[src/rtl/byte_unstriping_pkg.sv]
`default_nettype none
// +----------------------------------------------------------------------------+
// | Module      : byte_unstriping_pkg                                          |
// | Description : Shared defaults and lane-select encoding for the two-lane    |
// |               byte unstriping block.                                       |
// | Revision    : 1.0 - initial release                                        |
// +----------------------------------------------------------------------------+
package byte_unstriping_pkg;

  localparam int DATA_W     = 32;
  localparam int FIFO_DEPTH = 4;
  localparam int ADDR_W     = 2;

  // Which lane FIFO supplies the next word of the merged stream.
  typedef enum logic {
    LANE_0 = 1'b0,
    LANE_1 = 1'b1
  } lane_sel_t;

endpackage
`default_nettype wire

[src/rtl/byte_unstriping_fifo.sv]
`default_nettype none
// +----------------------------------------------------------------------------+
// | Module      : unstripe_fifo                                                |
// | Description : Per-lane synchronous FIFO. Pointers carry one extra wrap bit |
// |               so full and empty are distinguished without a counter.       |
// |               The head word is presented combinationally on dout.          |
// | Revision    : 1.0 - initial release                                        |
// +----------------------------------------------------------------------------+
module unstripe_fifo #(
  parameter int DATA_W = 32,
  parameter int ADDR_W = 2,
  parameter int DEPTH  = (1 << ADDR_W)
) (
  input  logic              clk_2f,
  input  logic              reset_L,
  input  logic              push,
  input  logic [DATA_W-1:0] din,
  input  logic              pop,
  output logic [DATA_W-1:0] dout,
  output logic              empty,
  output logic              full
);

  logic [DATA_W-1:0] r_mem [DEPTH];
  logic [ADDR_W:0]   r_wr_ptr;
  logic [ADDR_W:0]   r_rd_ptr;

  // Storage array; contents are don't-care until written, so it carries no reset.
  always_ff @(posedge clk_2f) begin
    if (push) begin
      r_mem[r_wr_ptr[ADDR_W-1:0]] <= din;
    end
  end

  // Read/write pointers wrap modulo 2*DEPTH via the extra MSB.
  always_ff @(posedge clk_2f or negedge reset_L) begin
    if (!reset_L) begin
      r_wr_ptr <= '0;
      r_rd_ptr <= '0;
    end else begin
      if (push) r_wr_ptr <= r_wr_ptr + 1'b1;
      if (pop)  r_rd_ptr <= r_rd_ptr + 1'b1;
    end
  end

  // Equal pointers mean empty; same slot on opposite laps means full.
  always_comb begin
    empty = (r_wr_ptr == r_rd_ptr);
    full  = (r_wr_ptr[ADDR_W] != r_rd_ptr[ADDR_W]) &&
            (r_wr_ptr[ADDR_W-1:0] == r_rd_ptr[ADDR_W-1:0]);
    dout  = r_mem[r_rd_ptr[ADDR_W-1:0]];
  end

endmodule
`default_nettype wire

[src/rtl/byte_unstriping.sv]
`default_nettype none
// +----------------------------------------------------------------------------+
// | Module      : byte_unstriping                                              |
// | Description : Merges two 32-bit lanes back into one ordered word stream.   |
// |               Each lane is buffered in its own FIFO; words are popped      |
// |               alternately lane 0, lane 1, ... and the block stalls on the  |
// |               expected lane rather than let the other lane overtake.       |
// | Revision    : 1.0 - initial release                                        |
// +----------------------------------------------------------------------------+
module byte_unstriping
  import byte_unstriping_pkg::*;
#(
  parameter int DATA_W     = byte_unstriping_pkg::DATA_W,
  parameter int FIFO_DEPTH = byte_unstriping_pkg::FIFO_DEPTH,
  parameter int ADDR_W     = byte_unstriping_pkg::ADDR_W
) (
  input  logic              clk_2f,
  input  logic              reset_L,
  input  logic              valid_0,
  input  logic [DATA_W-1:0] lane_0,
  input  logic              valid_1,
  input  logic [DATA_W-1:0] lane_1,
  output logic              valid_out,
  output logic [DATA_W-1:0] data_out,
  output logic              overflow_0,
  output logic              overflow_1
);

  lane_sel_t         r_sel;
  logic              r_valid_out;
  logic [DATA_W-1:0] r_data_out;
  logic              r_overflow_0;
  logic              r_overflow_1;

  logic              w_push_0, w_push_1;
  logic              w_pop_0,  w_pop_1;
  logic              w_empty_0, w_empty_1;
  logic              w_full_0,  w_full_1;
  logic [DATA_W-1:0] w_dout_0,  w_dout_1;

  // Pop only the lane we are waiting on; a full FIFO being popped can still take a push.
  always_comb begin
    w_pop_0  = (r_sel == LANE_0) && !w_empty_0;
    w_pop_1  = (r_sel == LANE_1) && !w_empty_1;
    w_push_0 = valid_0 && (!w_full_0 || w_pop_0);
    w_push_1 = valid_1 && (!w_full_1 || w_pop_1);
  end

  unstripe_fifo #(
    .DATA_W (DATA_W),
    .ADDR_W (ADDR_W),
    .DEPTH  (FIFO_DEPTH)
  ) u_fifo_0 (
    .clk_2f  (clk_2f),
    .reset_L (reset_L),
    .push    (w_push_0),
    .din     (lane_0),
    .pop     (w_pop_0),
    .dout    (w_dout_0),
    .empty   (w_empty_0),
    .full    (w_full_0)
  );

  unstripe_fifo #(
    .DATA_W (DATA_W),
    .ADDR_W (ADDR_W),
    .DEPTH  (FIFO_DEPTH)
  ) u_fifo_1 (
    .clk_2f  (clk_2f),
    .reset_L (reset_L),
    .push    (w_push_1),
    .din     (lane_1),
    .pop     (w_pop_1),
    .dout    (w_dout_1),
    .empty   (w_empty_1),
    .full    (w_full_1)
  );

  // Output register and lane selector: emit the head of the selected lane, else hold.
  always_ff @(posedge clk_2f or negedge reset_L) begin
    if (!reset_L) begin
      r_sel       <= LANE_0;
      r_valid_out <= 1'b0;
      r_data_out  <= '0;
    end else if (w_pop_0) begin
      r_sel       <= LANE_1;
      r_valid_out <= 1'b1;
      r_data_out  <= w_dout_0;
    end else if (w_pop_1) begin
      r_sel       <= LANE_0;
      r_valid_out <= 1'b1;
      r_data_out  <= w_dout_1;
    end else begin
      r_valid_out <= 1'b0;
    end
  end

  // Sticky overflow: a valid word arrived while its FIFO was full and not draining.
  always_ff @(posedge clk_2f or negedge reset_L) begin
    if (!reset_L) begin
      r_overflow_0 <= 1'b0;
      r_overflow_1 <= 1'b0;
    end else begin
      if (valid_0 && w_full_0 && !w_pop_0) r_overflow_0 <= 1'b1;
      if (valid_1 && w_full_1 && !w_pop_1) r_overflow_1 <= 1'b1;
    end
  end

  assign valid_out  = r_valid_out;
  assign data_out   = r_data_out;
  assign overflow_0 = r_overflow_0;
  assign overflow_1 = r_overflow_1;

endmodule
`default_nettype wire

[config.mk]
export PLATFORM = sky130hd
export DESIGN_NAME = byte_unstriping
export DESIGN_NICKNAME = d
export VERILOG_FILES = /design/src/rtl/byte_unstriping_pkg.sv /design/src/rtl/byte_unstriping_fifo.sv /design/src/rtl/byte_unstriping.sv
export SDC_FILE = /design/constraint.sdc
export NUM_CORES = 1
export LEC_CHECK = 0
export CAP_MARGIN = 20
export CORE_UTILIZATION = 39
export DETAILED_ROUTE_END_ITERATION = 8
export GPL_ROUTABILITY_DRIVEN = 0
export PLACE_DENSITY_LB_ADDON = 0.08
export SLEW_MARGIN = 20
export SYNTH_ARGS = -nofsm -noshare
export SYNTH_HDL_FRONTEND = slang
export SYNTH_SLANG_ARGS = --single-unit
export TNS_END_PERCENT = 1
[constraint.sdc]
create_clock -name clk_2f -period 5.6 [get_ports clk_2f]
set_input_delay 0.56 -clock clk_2f [delete_from_list [all_inputs] [get_ports clk_2f]]
set_output_delay 0.56 -clock clk_2f [all_outputs]
set_load 0.01 [all_outputs]
== Word-level counts from Yosys, hierarchy flattened ==
Memories as Yosys holds them, arrays and structs flattened.
Index checks and enable logic that the tools add are counted.
Storage, ports and cells
  input port bits: 68
  flip-flop bits (word level): 48
  output and inout port bits: 35
  memory bits (read-only): 0
  bits in latches: 0
  memories kept: 2
  logic and storage cells: 51
  RAM bits: 256
Memories
  u_fifo_0.r_mem: words 4, width 32, read ports 1, clocked after Yosys merged registers in 0, write ports 1, RTL line byte_unstriping_fifo.sv:24  | logic [DATA_W-1:0] r_mem [DEPTH];
  u_fifo_1.r_mem: words 4, width 32, read ports 1, clocked after Yosys merged registers in 0, write ports 1, RTL line byte_unstriping_fifo.sv:24
Cells by class
  reductions and logical operators: 19
  shifts and indexed selects: 0
  multiplexer cells: 10
  div/mod/pow operators: 0
  $add $sub $neg: 4
  bitwise operators: 1
  order comparisons: 0
  multipliers: 0
  equal/unequal tests: 6
Operator list (count)
  $mux W32: 2
  $add A3 B1 Y3 const B: 4
  $logic_and A1 B1 Y1: 10
  $mux W1: 8
  $eq A3 B3 Y1: 2
  $logic_not A1 Y1: 6
  $eq A2 B2 Y1: 2
  $logic_or A1 B1 Y1: 2
  $ne A1 B1 Y1: 2
  $reduce_bool A2 Y1: 1
  $not A1 Y1: 1

== Longest topological paths before layout ==
Gate-level depths: netlist of run 1.
  depth in word-level cells: 7
  gate-level depth with buffers: 5

== By module ==
Synthesis of run 1 repeated with hierarchy kept, for this count alone.
Unflattened totals
  cell total of the unflattened synthesis: 551
  area total of the unflattened synthesis: 12116.6 sq um
Modules (own cells, without submodules)
  unstripe_fifo: sequential area each 3993.8 sq um, area an instance 5013.6 sq um, instances 2, cells each 198
  byte_unstriping: sequential area each 900.9 sq um, area an instance 2089.5 sq um, instances 1, cells each 155

== Worst setup path before layout of run 1 ==
OpenSTA, ideal clock, no wires.
  path type: reg2reg
  start point: reg u_fifo_0.r_rd_ptr[0]
  end point: mem u_fifo_0.r_mem[3][0] (enable)
  arrival: 2622 ps
  cell stages (with the launch flop): 4
  path slack: 2535 ps
  required time: 5157 ps
  path buffers: 1
  setup time: 443 ps
  cells stage by stage: dfrtp_1 -> buf_4 -> xnor2_4 -> a41oi_1
Between the ends
  word-level cells in the longest chain between the ends: 7
  elaborated cells between the ends (all ways): 10
Ends and longest elaborated chain
  from (decl): RTL line byte_unstriping_fifo.sv:26  | logic [ADDR_W:0] r_rd_ptr;
  from (signal assigned): RTL line byte_unstriping_fifo.sv:42  | if (pop) r_rd_ptr <= r_rd_ptr + 1'b1;
  $eq A3 B3 Y1 or $eq A2 B2 Y1 (tied branches): RTL line byte_unstriping_fifo.sv:48, byte_unstriping_fifo.sv:50
  $logic_not A1 Y1 or $logic_and A1 B1 Y1 (tied branches): RTL line byte_unstriping.sv:43, byte_unstriping_fifo.sv:49
  $logic_and A1 B1 Y1 or $logic_not A1 Y1 (tied branches): RTL line byte_unstriping.sv:43, byte_unstriping.sv:45
  $logic_or A1 B1 Y1 (*): RTL line byte_unstriping.sv:45  | w_push_0 = valid_0 && (!w_full_0 || w_pop_0);
  $logic_and A1 B1 Y1 (*): RTL line byte_unstriping.sv:45
  $mux W1 (*): RTL line byte_unstriping_fifo.sv:30  | if (push) begin
  $mux W1 (implied by the code) (*): RTL line byte_unstriping_fifo.sv:31  | r_mem[r_wr_ptr[ADDR_W-1:0]] <= din;
  to (decl): RTL line byte_unstriping_fifo.sv:24
Mark *: on every way between the ends. The rest lies on a longest branch, timed or not.

== Final worst setup path of run 1 ==
  start point: reg u_fifo_0.r_rd_ptr[1]
  end point: mem u_fifo_0.r_mem[3][30] (enable)
Same word-level chain as after synthesis.

==> results of run 1 <==
==> worst max-delay path, cell delays in order (launching register included) <==
cell	delay, ns
dfrtp_1	0.32
buf_4	0.46
xnor2_2	0.12
buf_4	0.28
a41oi_4	0.64
buf_4	0.39
==> state kept, by name (all words and copies together), names as in the netlist <==
| register | count |
|---|---|
| data_out | 32 |
| overflow_0 | 1 |
| overflow_1 | 1 |
| r_sel | 1 |
| u_fifo_0.r_mem | 128 |
| u_fifo_0.r_rd_ptr | 3 |
| u_fifo_0.r_wr_ptr | 3 |
| u_fifo_1.r_mem | 128 |
| u_fifo_1.r_rd_ptr | 3 |
| u_fifo_1.r_wr_ptr | 3 |
| valid_out | 1 |
==> layout by cell type, fill, tap and decap left out, types with 3 or more instances in the layout <==
cell type,instances
edfxtp_1,256
clkdlybuf4s50_1,101
mux4_2,64
o31ai_1,64
dfrtp_1,45
clkbuf_16,35
a41oi_1,33
nand4_1,32
a32oi_1,32
buf_4,24
inv_1,10
ha_1,10
clkinv_1,8
xnor2_2,5
xnor2_1,5
clkbuf_1,5
clkinv_2,5
xor2_2,4
and2_1,4
bufinv_16,4
nor2_2,3
mux2_1,3
xor2_1,3
inv_6,3
dfrtp_2,3
==> stage by stage <==
stage          utilization [%]  total power (uW)  hold WS [ns]  setup WS (ns)  area [um2]
6_report                  47.8              9520         0.159           3.04       15100
4_1_cts                   47.8              9640         0.185           2.95       15100
3_3_place_gp              44.3              7270         0.457           2.94       14000
2_1_floorplan                -              6110         0.264           2.54       12500
3_5_place_dp              44.3              7390         0.465           2.95       14000
5_1_grt                   47.8             10100         0.214           2.83       15100
==> final timing paths <==
path | from | to | slack (ns)
hold / removal | reset_L | overflow_1$_DFFE_PN0P_ | 0.16
setup / recovery | u_fifo_0.r_rd_ptr[1]$_DFFE_PN0N_ | u_fifo_0.r_mem[3][30]$_DFFE_PP_ | 3.04
min in group clk_2f | overflow_0$_DFFE_PN0P_ | overflow_0$_DFFE_PN0P_ | 0.49
setup reg to reg | u_fifo_0.r_rd_ptr[1]$_DFFE_PN0N_ | u_fifo_0.r_mem[3][30]$_DFFE_PP_ | 3.04
hold reg to reg | overflow_0$_DFFE_PN0P_ | overflow_0$_DFFE_PN0P_ | 0.49
max in group asynchronous | reset_L | r_sel$_DFFE_PN0P_ | 4.94
==> routing by layer <==
metal | share of wire [%] | track usage (%)
met3 | 4.8 | 3.27
met5 | 0 | 0
met4 | 1.9 | 4.64
met1 | 43 | 22.7
met2 | 50 | 28.4
==> kinds of logic (layout without fill, tap and decap cells) <==
kind of cell             after synthesis  count (layout)  synth area share [%]
AND/OR/NAND/NOR                       44              44                  2.07
XOR/XNOR                              20              20                  2.14
flip-flops                           304             304                  70.8
adder cells (fa/ha/maj)               10              10                 0.997
buffers and inverters                 70             199                  2.71
multiplexers                          68              68                  11.9
AO/OA/AOI/OAI                        139             139                  9.36
==> final cells by class <==
class / instances / area (um2) / share of cell area [%]
Clock buffer: 40 / 895 / 5.91
Clock inverter: 23 / 234 / 1.55
Inverter: 10 / 37.5 / 0.248
Multi-Input combinational cell: 281 / 3380 / 22.3
Sequential cell: 304 / 8890 / 58.8
Tap cell: 402 / 503 / 3.32
Timing Repair Buffer: 126 / 1200 / 7.90
==> power breakdown <==
group,total (uW),switching [uW],leakage [uW],internal [uW]
logic,3880,2380,0.00146,1500
clock network,2210,872,0.000551,1340
registers,3430,327,0.00289,3100
total,9520,3580,0.00490,5940
==> results.md, run 1 <==
Clocking:
- TritonCTS built the clock tree.
- The clock buffer count from CTS is 35.
- The H-tree was split into 2 levels.
- The clock network latency to the later pin of the worst-skew pair is ~0.5 ns.
- After clock tree synthesis, the setup repair step added 0 buffers.
- The sink count of the clock tree is roughly 300.
- The longest clock path from root to sink contains 3 buffers.
- Post-CTS repair changed the size of 0 cells.
- For this design, the CTS-stage hold fixing added 0 buffers.
- After clock tree synthesis, the clock-pin slew on the worst setup and hold paths is approximately 0.060 ns.
- The root buffer cell chosen for the clock tree is clkbuf_16.

Timing:
- Setup repair after global routing left no endpoint under its margin.
- The number of slew-limit violations in the final report was 0.
- The final number of setup-violating endpoints is 0.
- At the pin with the least slew margin, the transition time is ~1 ns.
- Clock skew on the completed layout was measured at around 0.018 ns.
- The number of hold violations in the final report is 0.
- Counting I/O delays and the setup requirement, the final critical path takes about 2.6 ns.
- The final setup TNS is 0 ns.
- The worst relative slew slack is between 30% and 40%.
- Of the available clock period, the critical path in the final layout requires a little under half.
- Derived from the worst setup path, the maximum achievable clock frequency is roughly 390 MHz.

Critical path:
- Data on the critical path is required at its endpoint by 5.78 ns.
- Data on the critical path arrives at its endpoint at approximately 2.8 ns.
- Measured in cells, the most critical reg-to-reg path has a length of 5.
- The peak fanout along the critical path is 36.
- The class of the most critical setup path is flip-flop to flip-flop.
- STA classifies the critical path startpoint as a flip-flop.
- The endpoint class of the critical path is a flip-flop.

Logic synthesis:
- The number of nets in the synthesized netlist is approximately 730.
- Synthesis produced 655 cells.
- In this run the mean area of a mapped cell was 19.2 um2.
- The synthesized netlist contains 34 unique library cells.
- In the post-synthesis netlist, the biggest area contributors are edfxtp_1, mux4_2, dfrtp_1.
- edfxtp_1 takes more of the synthesized area than any other cell.
- The fraction of synthesized cell area taken by the top area cell type is between 60 and 70%.
- The synthesized design contains 256 enable-type register cells.
- The sequential share of the synthesized area is a little over 70%.
- During synthesis, Yosys emitted a total of 0 warnings.
- For this run, asynchronously set or reset flops after synthesis account for 15.8%.
- The synthesized netlist occupies a cell area of ~13000 um2.
- After synthesis, the most frequently instantiated cells are edfxtp_1, mux4_2, o31ai_1, dfrtp_1, a41oi_1.
- Among all cell types in the netlist, the one instantiated most often is edfxtp_1.
- The top flip-flop cell by instance count after synthesis is edfxtp_1.
- Counting flops and latches in the post-synthesis netlist gives between 300 and 400.

Floorplan:
- The die span in x is 181 um.
- The total I/O pin count is just over 100.
- The area enclosed by the die boundary is 32900 um2.
- After floorplanning, the core was sized to cover 31600 um2.
- The floorplan has 65 rows.
- Once the floorplan was initialized, standard cells occupied roughly two fifths of the core.
- In this run the vertical extent of the chip is ~180 um.

GRT:
- Global routing consumed, over all layers together, 17.0% of the routing resources.
- The initial antenna violation count came to 0.
- The via count of the first global-routing pass is roughly 7000.
- After global routing the overflow that remains totals 0.
- Entering global routing, the biggest net connects 76 pins.
- The first global-routing pass estimated ~42000 um of wire.

Detailed routing:
- For this run, design rule violations remaining after detail routing come to 0.
- For this run, the detailed router's first-pass iteration total came to 4.
- The number of DRC markers after the initial detailed-route iteration is around 570.
- The number of vias per cell is ~5.7.
- The mean routed wirelength per cell is 23.2 um.
- The count of nets left with antenna violations once routing finished came out at 0.
- After detailed routing, the total wire length is ~27000 um.
- Across all layers, the routed design uses ~6800 vias.

Place:
- Buffers placed on the I/O ports in this run total 102.
- Including well taps, the total number of placed cells is between 1000 and 1500.
- After legalization and detailed placement, the total HPWL measured between 15000 and 20000 um.

Final layout:
- The number of diodes is 0.
- The count of fill cells added during filler insertion is 2619.
- The fraction of final layout cells sized beyond drive strength 1 is 20.8%.
- The relative area change from synthesis to final layout is 20.6%.
- The net count of the finished layout is 836.
- The number of non-filler instances in the completed layout is ~1200.

Status:
- The flow ran to the end, and the final reports show no timing, DRC or antenna violations.

Pwr:
- The standby leakage power is just under 0.005 uW.
- The maximum vdd ir drop is between 0.3 and 0.4 mV.
- The power density over the cells is approximately 630 nW/um2.

Worst hold path:
- The class of the tightest hold or removal check is primary input to asynchronous set/reset pin.

Flow run:
- The tool flagged a number of max-cap violations equal to 0.
Power figures use the tool's default switching activity.
==> run 2: changes to the inputs <==
==> constraint.sdc (replaced) <==
create_clock -name clk_2f -period 2.3 [get_ports clk_2f]
set_input_delay 0.23 -clock clk_2f [delete_from_list [all_inputs] [get_ports clk_2f]]
set_output_delay 0.23 -clock clk_2f [all_outputs]
set_load 0.01 [all_outputs]
==> results.md, run 2 (synthesis results as in run 1) <==
Critical path:
- The startpoint of the worst register-to-register path is u_fifo_1.r_wr_ptr[0]$_DFFE_PN0P_ (was u_fifo_0.r_rd_ptr[1]$_DFFE_PN0N_).
- The type of origin of the critical path was a flip-flop (unchanged).
- The minimum setup slack among reg-to-reg paths is 0.24 ns (was 3.04 ns).
- The endpoint class of the critical path is a flip-flop (unchanged).
- The class of the most critical setup path is flip-flop to flip-flop (unchanged).
- The data arrival time of the critical path is 2.23 ns (was 2.75 ns).
- The required time of the critical path is 2.47 ns (was 5.78 ns).
- The peak fanout along the critical path was 20 (was 36).
- The endpoint of the most critical register-to-register path is u_fifo_1.r_mem[0][8]$_DFFE_PP_ (was u_fifo_0.r_mem[3][30]$_DFFE_PP_).
- The depth of the most critical reg-to-reg path is 4 (was 5).

Clocking:
- The buffers inserted during post-CTS setup optimization came to 0 (unchanged).
- The maximum buffer depth of the clock tree came to 3 (unchanged).
- The clock buffer count from CTS is 35 (unchanged).
- The clock-pin slew on the worst setup and hold paths is 0.06 ns (about the same).
- The sink count of the clock tree came to 304 (unchanged).
- The TritonCTS clock tree is built (unchanged).
- The clock network latency to the later pin of the worst-skew pair is 0.50 ns (was 0.51 ns).
- The CTS root buffer is clkbuf_16 (unchanged).
- The total number of H-tree levels is 2 (unchanged).

Floorplan:
- The vertical extent of the die was 181 um (unchanged).
- The area of the core was 31600 um2 (unchanged).
- The total I/O pin count was 103 (unchanged).
- The starting density of the core is 39.7% (unchanged).
- The die span in x is 181 um (unchanged).
- The area enclosed by the die boundary was 32900 um2 (unchanged).
- The total number of placement rows was 65 (unchanged).

Final layout:
- The relative area change from synthesis to final layout is 23.2% (was 20.6%).
- The fraction of final layout cells sized beyond drive strength 1 is 22.8% (was 20.8%).
- The core utilization of the finished layout is 48.9% (was 47.8%).
- The number of diodes is 0 (unchanged).
- Highest-count cells in the layout ignoring fill and taps: edfxtp_1, clkdlybuf4s50_1, mux4_2, o31ai_1, dfrtp_1 (unchanged).
- The final design instance area without fill came to 15500 um2 (was 15100 um2).
- The most common cell after layout, fill and taps aside is edfxtp_1 (unchanged).
- The count of fill cells added during filler insertion was 2604 (was 2619).
- The net count of the finished layout came to 852 (was 836).

Pwr:
- The power density over the cells is 1560 nW/um2 (was 629 nW/um2).
- The internal power component came to 15100 uW (was 5940 uW).
- The net switching power of the design is 9100 uW (was 3580 uW).
- The maximum vdd ir drop is 0.745 mV (was 0.337 mV).
- The total power of the final layout is 24200 uW (was 9520 uW).
- The combinational cell fraction of total power is 42.0% (was 40.7%).
- The clock group share of total power is 23.1% (was 23.2%).
- The standby leakage power is 0.00506 uW (was 0.00490 uW).
- The switching share of power is 37.6% (about the same).
- The sequential group share of total power is 34.9% (was 36.0%).

Detailed routing:
- The number of vias per cell is 5.75 (was 5.72).
- The remaining design rule violation count is 0 (unchanged).
- The count of vias placed by the detailed router is 6915 (was 6789).
- The number of detailed-route iterations in the first pass came to 5 (was 4).
- The post-route antenna net violation count is 0 (unchanged).
- The wire length after detailed routing is 29400 um (was 27500 um).
- The mean routed wirelength per cell was 24.5 um (was 23.2 um).
- The number of DRC markers after the initial detailed-route iteration is 513 (was 565).

Place:
- The area after detailed placement is 14300 um2 (was 14000 um2).
- The detailed placement HPWL is 19000 um (was 17200 um).
- The setup slack at placement was 0.149 ns (was 2.95 ns).
- The number of buffers added on ports is 102 (unchanged).

Timing:
- Setup repair after global routing missed its margin: no (unchanged).
- The final number of setup-violating endpoints is 0 (unchanged).
- The minimum clock period after layout is 2.06 ns (was 2.56 ns).
- The worst clock skew is 0.0154 ns (was 0.0185 ns).
- The worst-margin pin slew was 0.871 ns (was 1.00 ns).
- The number of hold violations in the final report is 0 (unchanged).
- The highest clock frequency the design can meet came to 485 MHz (was 390 MHz).
- The worst relative slew slack is 41.9% (was 33.2%).
- The final worst slack came to 0.240 ns (was 3.04 ns).
- The number of slew-limit violations in the final report is 0 (unchanged).
- The final clock period utilization by the worst path is 89.6% (was 45.8%).

GRT:
- The leftover overflow at the end of global routing is 0 (unchanged).
- The maximum number of pins on one net before global-route repair was 49 (was 76).
- The via count of the first global-routing pass is 7185 (was 7025).
- The initial antenna violation count is 0 (unchanged).
- The global-route usage over all layers is 18.1% (was 17.0%).
- The wire length of the first global-routing pass is 44800 um (was 42300 um).

Flow run:
- The count of max-cap constraint violations was 0 (unchanged).

Worst hold path:
- The class of the tightest hold or removal check is primary input to asynchronous set/reset pin (unchanged).

Status:
- Run status: finished, final reports clean (unchanged).
run 2: cell count changes in the layout (fill, tap and decap cells not counted), sizes merged:
cell,change
buf,+15
clkbuf,+3
inv,-3
dlygate4sd3,+1
run 2: power groups by stage:
stage          clock, uW  sequential (uW)  combinational [uW]
2_1_floorplan          0             8300                6590
3_3_place_gp           0             8460                9980
3_5_place_dp           0             8530               10200
4_1_cts             5700             8440               10200
5_1_grt             5930             8570               10900
6_report            5590             8430               10200
run 2: final cells by class:
class                   count  area (um2)  share of cell area [%]
inverters                  10        37.5                   0.243
clock buffers              43         968                    6.27
repair buffers            142        1470                    9.50
well taps                 402         503                    3.25
multi-input cells         281        3390                    21.9
flip-flops and latches    304        8890                    57.5
clock inverters            20         200                    1.30
run 2: what timing repair did:
action	4_1_cts	5_1_grt
hold endpoints to repair	48	0
resized for setup	0	1
setup endpoints to repair	0	115
hold buffers	1	0
run 2: critical path, cell delays in order, from the launching register on:
cell and delay [ns]:
dfrtp_1 0.56, xor2_4 0.52, o41ai_4 0.22, nor2_2 0.14
buf_4 0.28
run 2: how the worst max path moves through the flow:
stage / cells past startpoint / to / slack, ns / from
detailed placement: 5 / u_fifo_0.r_wr_ptr[2]$_DFFE_PN0P_ / 0.15 / u_fifo_0.r_rd_ptr[2]$_DFFE_PN0N_
CTS: 5 / u_fifo_0.r_wr_ptr[2]$_DFFE_PN0P_ / 0.13 / u_fifo_0.r_rd_ptr[2]$_DFFE_PN0N_
floorplan: 4 / u_fifo_1.r_mem[0][0]$_DFFE_PP_ / -0.50 / u_fifo_1.r_rd_ptr[1]$_DFFE_PN0P_
global route: 4 / u_fifo_1.r_mem[0][15]$_DFFE_PP_ / 0.08 / u_fifo_1.r_wr_ptr[0]$_DFFE_PN0P_
global placement: 5 / u_fifo_0.r_wr_ptr[2]$_DFFE_PN0P_ / 0.15 / u_fifo_0.r_rd_ptr[2]$_DFFE_PN0N_
finish: 4 / u_fifo_1.r_mem[0][8]$_DFFE_PP_ / 0.24 / u_fifo_1.r_wr_ptr[0]$_DFFE_PN0P_
run 2: layer usage:
| layer | track usage, % | share of wire [%] | vias to the layer above |
|---|---|---|---|
| li1 | - | - | 3065 |
| met1 | 25.6 | 44 | 3562 |
| met2 | 29.1 | 49 | 240 |
| met3 | 2.91 | 5.1 | 48 |
| met4 | 4.98 | 2.1 | 0 |
| met5 | 0 | 0 | - |
run 2: through the flow:
step / instances / hold WS, ns / setup TNS (ns)
global route: 1202 / 0.288 / 0
finish: 1202 / 0.267 / 0
detailed placement: 1138 / 0.243 / 0
floorplan: 655 / -0.0656 / -48.14
global placement: 1138 / 0.238 / 0
CTS: 1202 / 0.269 / 0
==> run 3: changes to the inputs <==
--- a/config.mk
+++ b/config.mk
@@ -10,7 +10,7 @@
 export DETAILED_ROUTE_END_ITERATION = 8
 export GPL_ROUTABILITY_DRIVEN = 0
 export PLACE_DENSITY_LB_ADDON = 0.08
-export SLEW_MARGIN = 20
+export SLEW_MARGIN = 25
 export SYNTH_ARGS = -nofsm -noshare
 export SYNTH_HDL_FRONTEND = slang
 export SYNTH_SLANG_ARGS = --single-unit
==> results of run 3 <==
Final layout, timing and power as in run 2 (identical DEF).
